===== src/rtl/riscv_pkg.sv =====
// riscv_pkg: shared width, NOP encoding and fetch FSM state type
package riscv_pkg;
  localparam int XLEN = 32;
  localparam logic [31:0] NOP_INSN = 32'h0000_0013;
  typedef enum logic [1:0] {REQ, HOLD, DRAIN, FAULT} fetch_state_e;
endpackage


===== src/rtl/pc_reg.sv =====
// pc_reg: XLEN-wide enable register (clk, reset_n, en, d -> q), async active-low reset to RESET_PC
module pc_reg #(
  parameter int XLEN = 32,
  parameter logic [XLEN-1:0] RESET_PC = '0
) (
  input  logic            clk,
  input  logic            reset_n,
  input  logic            en,
  input  logic [XLEN-1:0] d,
  output logic [XLEN-1:0] q
);
  always_ff @(posedge clk or negedge reset_n)
    if (!reset_n) q <= RESET_PC;
    else if (en) q <= d;
endmodule


===== src/rtl/fetch_stage.sv =====
// fetch_stage: owns PC, drives imem req/addr (ack/rdata in), presents out_{pc,pc4,insn} via valid/ready, takes redirects, traps misaligned targets on out_fault
module fetch_stage
  import riscv_pkg::*;
#(
  parameter int XLEN = riscv_pkg::XLEN,
  parameter logic [XLEN-1:0] RESET_PC = '0
) (
  input  logic            clk,
  input  logic            reset_n,
  output logic            imem_req,
  output logic [XLEN-1:0] imem_addr,
  input  logic            imem_ack,
  input  logic [31:0]     imem_rdata,
  input  logic            redirect,
  input  logic [XLEN-1:0] redirect_pc,
  output logic            out_valid,
  input  logic            out_ready,
  output logic [XLEN-1:0] out_pc,
  output logic [XLEN-1:0] out_pc4,
  output logic [31:0]     out_insn,
  output logic            out_fault
);
  fetch_state_e state_q, state_d;
  logic [XLEN-1:0] pc_q, pc_d, pend_pc_q, pend_pc_d, tgt_pc, pc4;
  logic pend_fault_q, pend_fault_d, tgt_flt, aligned, pc_en, cap, valid_q, valid_d;
  pc_reg #(.XLEN(XLEN), .RESET_PC(RESET_PC)) u_pc (
    .clk(clk), .reset_n(reset_n), .en(pc_en), .d(pc_d), .q(pc_q)
  );
  assign pc4 = pc_q + XLEN'(4);
  assign aligned = redirect_pc[1:0] == 2'b00;
  assign tgt_pc = redirect ? redirect_pc : pend_pc_q;
  assign tgt_flt = redirect ? !aligned : pend_fault_q;
  assign imem_req = reset_n && (state_q == REQ || state_q == DRAIN);
  assign imem_addr = pc_q;
  assign out_valid = valid_q;
  assign out_fault = state_q == FAULT;
  always_comb begin
    state_d = state_q;
    pc_en = 1'b0;
    pc_d = pc4;
    pend_pc_d = pend_pc_q;
    pend_fault_d = pend_fault_q;
    cap = 1'b0;
    valid_d = valid_q;
    case (state_q)
      REQ:
        if (redirect) begin
          valid_d = 1'b0;
          pend_pc_d = redirect_pc;
          pend_fault_d = !aligned;
          pc_en = imem_ack && aligned;
          pc_d = redirect_pc;
          state_d = !imem_ack ? DRAIN : aligned ? REQ : FAULT;
        end else if (imem_ack) begin
          cap = 1'b1;
          valid_d = 1'b1;
          pc_en = 1'b1;
          state_d = HOLD;
        end
      HOLD:
        if (redirect) begin
          valid_d = 1'b0;
          pc_en = aligned;
          pc_d = redirect_pc;
          state_d = aligned ? REQ : FAULT;
        end else if (out_ready) begin
          valid_d = 1'b0;
          state_d = REQ;
        end
      DRAIN: begin
        pend_pc_d = tgt_pc;
        pend_fault_d = tgt_flt;
        if (imem_ack) begin
          pc_en = !tgt_flt;
          pc_d = tgt_pc;
          state_d = tgt_flt ? FAULT : REQ;
        end
      end
      default:
        if (redirect && aligned) begin
          pc_en = 1'b1;
          pc_d = redirect_pc;
          state_d = REQ;
        end
    endcase
  end
  always_ff @(posedge clk or negedge reset_n)
    if (!reset_n) begin
      state_q <= REQ;
      valid_q <= 1'b0;
      out_pc <= '0;
      out_pc4 <= '0;
      out_insn <= NOP_INSN;
      pend_pc_q <= '0;
      pend_fault_q <= 1'b0;
    end else begin
      state_q <= state_d;
      valid_q <= valid_d;
      pend_pc_q <= pend_pc_d;
      pend_fault_q <= pend_fault_d;
      if (cap) begin
        out_pc <= pc_q;
        out_pc4 <= pc4;
        out_insn <= imem_rdata;
      end
    end
endmodule

===== config.mk =====
export PLATFORM = sky130hd
export DESIGN_NAME = fetch_stage
export DESIGN_NICKNAME = d
export VERILOG_FILES = /design/src/rtl/riscv_pkg.sv /design/src/rtl/pc_reg.sv /design/src/rtl/fetch_stage.sv
export SDC_FILE = /design/constraint.sdc
export NUM_CORES = 1
export LEC_CHECK = 0
export ABC_AREA = 1
export CORE_MARGIN = 2
export CORE_UTILIZATION = 50
export DETAILED_ROUTE_END_ITERATION = 10
export PLACE_DENSITY = 0.8
export REMOVE_ABC_BUFFERS = 1
export SLEW_MARGIN = 20
export SYNTH_ARGS = -nofsm -noshare
export SYNTH_HDL_FRONTEND = slang
export SYNTH_SLANG_ARGS = --single-unit

===== constraint.sdc =====
create_clock -name clk -period 2.1 [get_ports clk]
set_input_delay 0.42 -clock clk [delete_from_list [all_inputs] [get_ports clk]]
set_output_delay 0.42 -clock clk [all_outputs]
set_load 0.005 [all_outputs]

==> flow_summary_export.csv, run 1 <==
group,metric,value,unit
timing,rsz0062_at_grt,"no",
clock_network,clock_path_buffers,2,
flow_run,cap_violations,0,
worst_setup_path,crit_chain,"nor2_1, clkdlybuf4s50_1",
clock_network,htreeDepth,4,
clock_network,ctsHoldBuffers,0,
timing,max_slew_margin,0.473,
logic_synthesis,synth_area_leader_cell,"dfrtp_1",
die,die_w,130,um
timing,fin_skew,5.95,ps
grt,overflow,0,
clock_network,clock_sinks,162,
finish,syn_to_final_growth,36.2,%
placement,detailed_place_hpwl,15600,um
timing,setup_viol,0,
logic_synthesis,syn_avg_cell_area,7.54,um2
drt,viasPerCell,5.10,
worst_setup_path,critical_path.endpoint_type,"primary output",
logic_synthesis,synthTopCellsByArea,"dfrtp_1 (50%), nand2_1 (19%), o21ai_0 (6.9%), nor2_1 (5.2%), inv_1 (3.4%)",
timing,hold_viol_final,0,
power,p_per_area,1490,nW/um2
timing,worstMarginPinSlew,791,ps
power,combinationalPowerShare,0.457,
die,initial_core_util,0.505,
timing,slew_violations,0,
clock_network,numCtsBuffers,17,
logic_synthesis,synth_ff_type,"dfrtp_1",
drt,drc,0,
clock_network,cts.clk_slew.worst_paths,60,ps
logic_synthesis,yosys.cell_count.top_type,"nand2_1",
finish,drive_above_1_share,0.0669,
drt,avgRoutedWirePerCell,15.1,um
die,rows,46,
placement,gp_congestion,0.900,
power,internal_power,9.97,mW
finish,seq_area,4060,um2
logic_synthesis,synth_top_cells_by_count,"nand2_1 (405), dfrtp_1 (159), nor2_1 (110)",
placement,postPlaceCellArea,10200,um2
worst_hold_path,hold_path_class,"in2async",
power,power.leakage,5.07,nW
drt,initialDrtViolationCount,594,
drt,dr.pass1.iters,5,
clock_network,clkLatencyLatePin,420,ps
logic_synthesis,yosys_register_bits,162,
grt,grt_usage,0.271,
power,switching_power,6.13,mW
drt,ant_nets,0,
die,coreArea,15700,um2
timing,period_needed,2000,ps
timing,timing.final.crit_share,0.955,
logic_synthesis,syn_area,7940,um2
placement,io_buffers,199,
finish,multi_input_area,3330,um2
logic_synthesis,yosysWarnings,0,
grt,grt_first_pass_wirelength,35900,um
finish,fin_util,0.688,
timing,setup_tns,0,ps
clock_network,cts_tree,"yes",
power,sw_frac_of_total,0.381,
logic_synthesis,ys_async_sr_fraction,1.00,
worst_setup_path,crit_required,1680,ps
power,max-vdd-ir-drop,0.825,mV
worst_setup_path,critPathMaxStageDelay,520,ps
drt,dr_total_vias,7503,
power,power.share.clock,0.183,
grt,grt_start_max_net_pins,102,
logic_synthesis,syn_inst,1053,
drt,finalWirelength,22300,um
power,p_seq_frac,0.360,
die,ios,200,
timing,max_freq,0.499,GHz
worst_setup_path,crit_path_start_kind,"register",
grt,grt_pass1_vias,7140,
finish,antenna_cells,0,
finish,fillers,1302,
grt,antenna_found_initial,0,
die,die_h,130,um
worst_setup_path,cp_slowest_cell,"clkdlybuf4s50_1",
worst_setup_path,critPathMaxFanout,10,
finish,final_area,10800,um2
die,die_area,16900,um2
finish,nets,1313,
clock_network,cts_root_buf,"clkbuf_16",
logic_synthesis,yosysTopAreaCellShare,0.501,
worst_setup_path,worstPathArrival,1580,ps
logic_synthesis,yosysSeqAreaShare,0.511,
logic_synthesis,synth_edf_count,0,
logic_synthesis,yosysUniqueCellTypes,31,
worst_setup_path,crit_type,"reg2out",
worst_setup_path,r2r_cells,7,
outcome,status,"finished, final reports clean",
-- metal layers --
metal	GRT usage	wire length, um
met1	0.370	9770
met2	0.425	10300
met3	0.0623	1650
met4	0.104	588
met5	0	0
-- final timing paths --
kind,start,slack (ps),to
min reg2reg,out_insn[0],460,out_insn[0]
max in group asynchronous,reset_n,1320,state_q[0]
min in group clk,out_insn[0],460,out_insn[0]
max,state_q[0],100,imem_req
min,reset_n,70,pend_pc_q[22]
max reg2reg,u_pc.q[4],280,out_pc4[23]
-- flip-flops by register name, indices dropped and copies added (netlist names) --
| name | flops |
|---|---|
| out_insn | 32 |
| out_pc | 32 |
| pend_pc_q | 32 |
| u_pc.q | 32 |
| out_pc4 | 30 |
| state_q | 2 |
| out_valid | 1 |
| pend_fault_q | 1 |
-- timing repair --
item	in CTS	in global routing
buffers inserted	0	4
endpoints found under the setup margin	2	2
gates resized for setup	1	1
-- layout make-up --
type                    count  area share
clock buffers              23      0.0433
clock inverters             9     0.00764
inverters                  77      0.0268
multi-input cells         761       0.308
flip-flops and latches    162       0.375
well taps                 216      0.0250
repair buffers            224       0.214
-- through the flow --
step	hold slack (ps)	instances	power, mW	worst slack, ps
3_5_place_dp	454	1436	13.1	-104
2_1_floorplan	124	1000	8.90	-783
3_3_place_gp	450	1436	12.9	-29.5
5_1_grt	113	1472	17.3	40.1
4_1_cts	122	1468	16.1	28.1
6_report	72.2	1472	16.1	95.1
-- power groups by stage --
stage | Clock, mW | Sequential, mW | Combinational (mW)
3_3_place_gp | 0 | 5.78 | 7.11
2_1_floorplan | 0 | 5.68 | 3.23
4_1_cts | 2.99 | 5.79 | 7.32
6_report | 2.95 | 5.79 | 7.36
3_5_place_dp | 0 | 5.82 | 7.26
5_1_grt | 3.11 | 5.98 | 8.21
-- critical path, delay by kind of cell (launching register included) --
kind                   cells  cell delay (ps)
and+or+nand+nor            1              170
DFF                        1              470
buffers and inverters      1              520
-- cells in the final DEF, fill, tap and decap left out --
master and count:
a21oi_1 29, a21oi_2 1, a22oi_1 7, a31oi_1 10, buf_12 11, buf_2 1, buf_4 14, buf_6 1
bufinv_16 1, clkbuf_1 4, clkbuf_16 17, clkbuf_8 2, clkdlybuf4s50_1 197, clkinv_2 4, clkinvlp_4 5, dfrtp_1 157
dfrtp_2 2, dfstp_2 3, ha_1 1, inv_1 71, inv_2 5, nand2_1 405, nand2_2 5, nand2_4 1
nand3_1 31, nand3_2 2, nand3b_1 1, nand4_1 1, nor2_1 110, nor2_2 3, nor2_4 3, nor2_8 1
nor3_1 4, o211ai_1 2, o21ai_0 109, o21ai_1 19, o21ai_2 2, o21bai_1 1, o22ai_1 2, xor2_1 11
-- logic make-up after synthesis --
group                    synth area share
AND/OR/NAND/NOR                     0.284
AO/OA/AOI/OAI                       0.121
flip-flops                          0.511
buffers and inverters              0.0701
XOR/XNOR                           0.0121
adder cells (fa/ha/maj)           0.00158
Power figures use the tool's default switching activity.
==> run 2: changes to the inputs <==
--- a/config.mk
+++ b/config.mk
@@ -7,9 +7,9 @@
 export LEC_CHECK = 0
 export ABC_AREA = 1
 export CORE_MARGIN = 2
-export CORE_UTILIZATION = 50
+export CORE_UTILIZATION = 45
 export DETAILED_ROUTE_END_ITERATION = 10
-export PLACE_DENSITY = 0.8
+export PLACE_DENSITY = 0.73
 export REMOVE_ABC_BUFFERS = 1
 export SLEW_MARGIN = 20
 export SYNTH_ARGS = -nofsm -noshare
==> run 2 against run 1 <==
- clock skew is 0.67 ps higher
- highest routed layer unchanged
- power is 5.7% higher
- maximum frequency is 0.93% higher
- utilization is 5.3 points lower
- wire length is 1.2% higher
- sequential cell count stayed put
- cell count is 0.82% higher
==> flow_summary_export.csv, run 2 (synthesis gave the netlist of run 1 again) <==
group,metric,value,unit
clock_network,ctsHoldBuffers,0,
clock_network,cts.clk_slew.worst_paths,60,ps
power,power.leakage,5.16,nW
worst_hold_path,hold_path_class,"in2async",
timing,period_needed,1990,ps
drt,met2_length,10500,um
drt,ant_nets,0,
worst_setup_path,worstPathArrival,1570,ps
grt,grt_start_max_net_pins,163,
grt,grt_pass1_vias,7147,
grt,antenna_found_initial,0,
power,internal_power,10.8,mW
worst_setup_path,critPathMaxStageDelay,610,ps
drt,drc,0,
placement,detailed_place_hpwl,15900,um
worst_setup_path,crit_required,1680,ps
clock_network,clock_path_buffers,2,
drt,viasPerCell,5.01,
die,coreArea,17300,um2
drt,top_layer,"met4",
drt,wl_met3,1570,um
die,die_w,137,um
power,switching_power,6.22,mW
grt,grt_usage,0.246,
outcome,status,"finished, final reports clean",
clock_network,cts_root_buf,"clkbuf_16",
power,p_per_area,1550,nW/um2
timing,fin_skew,6.62,ps
placement,postPlaceCellArea,10300,um2
finish,final_cell_mix,"nand2_1 (405), clkdlybuf4s50_1 (197), dfrtp_1 (157)",
grt,grt_first_pass_wirelength,35900,um
timing,worstMarginPinSlew,893,ps
finish,antenna_cells,0,
timing,rsz0062_at_grt,"no",
finish,mostFrequentLayoutCell,"nand2_1",
timing,setup_tns,0,ps
worst_setup_path,critPathLaunch,"u_pc.q[13]",
die,rows,48,
die,die_area,18700,um2
worst_setup_path,crit_buf_inv,1,
power,p_seq_frac,0.342,
die,die_h,137,um
power,sw_frac_of_total,0.366,
clock_network,postCtsSetupBuffers,0,
clock_network,clkLatencyLatePin,430,ps
worst_setup_path,crit_type,"reg2out",
power,power.share.clock,0.226,
worst_setup_path,crit_chain,"clkdlybuf4s50_1",
clock_network,htreeDepth,4,
drt,dr_total_vias,7435,
finish,fin_util,0.635,
drt,initialDrtViolationCount,467,
drt,finalWirelength,22500,um
clock_network,cts_tree,"yes",
timing,setup_viol,0,
flow_run,cap_violations,0,
timing,hold_viol_final,0,
placement,gp_congestion,0.849,
drt,dr.pass1.iters,5,
timing,max_freq,0.503,GHz
timing,max_slew_margin,0.405,
worst_setup_path,cp_slowest_cell,"clkdlybuf4s50_1",
clock_network,numCtsBuffers,17,
timing,timing.final.crit_share,0.946,
timing,slew_violations,0,
worst_setup_path,crit_path_start_kind,"register",
die,initial_core_util,0.459,
drt,avgRoutedWirePerCell,15.2,um
power,combinationalPowerShare,0.432,
finish,final_area,11000,um2
finish,drive_above_1_share,0.0723,
power,max-vdd-ir-drop,0.707,mV
worst_setup_path,critPathMaxFanout,6,
finish,syn_to_final_growth,38.3,%
grt,overflow,0,
die,ios,200,
timing,whs,119,ps
finish,nets,1317,
clock_network,clock_sinks,162,
worst_setup_path,r2r_start,"u_pc.q[2]",
worst_setup_path,cpLargestDelayFamily,"buffers and inverters",
placement,io_buffers,199,
worst_setup_path,critical_path.endpoint_type,"primary output",
drt,drt-met1-wl,10000,um
## run 2: cell count changes in the layout (fill, tap and decap cells not counted), sizes merged
cell      change
inv           +2
clkinvlp      -3
bufinv        +7
buf           +4
clkinv        -3
clkbuf        -4
## run 2: power by group through the flow
stage	sequential, mW	combinational [mW]	clock (mW)
after floorplan	5.68	3.23	0
after global placement	5.78	7.18	0
after detailed placement	5.83	7.33	0
after CTS	5.80	7.39	3.89
after global routing	5.99	8.16	4.02
final	5.82	7.35	3.84
## run 2: area by class of cell
cell class,count,area [um2]
clock buffers,19,453
clock inverters,12,275
fillers,1493,6310
inverters,77,290
multi-input cells,761,3330
flip-flops and latches,162,4060
well taps,225,282
repair buffers,228,2290
## run 2: path summary, 6_finish.rpt
check                      slack (ps)  depth (start not counted)            end
min                               120                          2      out_pc[1]
max reg2reg                       330                          8     u_pc.q[18]
max                               110                          1  imem_addr[13]
min in group clk                  460                          2    out_insn[0]
min reg2reg                       460                          2    out_insn[0]
max in group asynchronous        1310                          2   out_insn[21]
## run 2: timing repair
item	4_1_cts	5_1_grt
hold endpoints to repair	0	0
endpoints found under the setup margin	1	1
gates resized for setup	1	1
## run 2: through the flow
step | power (mW) | std cells | setup slack [ps]
finish | 17.0 | 1484 | 114
global route | 18.2 | 1484 | 41.3
CTS | 17.1 | 1484 | 65.1
detailed placement | 13.2 | 1453 | -121
global placement | 13.0 | 1453 | 11.3
floorplan | 8.90 | 1000 | -783
## run 2: metal layers
metal | up-vias | track usage
met5 | - | 0
met4 | 0 | 0.0796
met3 | 35 | 0.0511
met2 | 241 | 0.397
met1 | 3456 | 0.333
li1 | 3703 | -
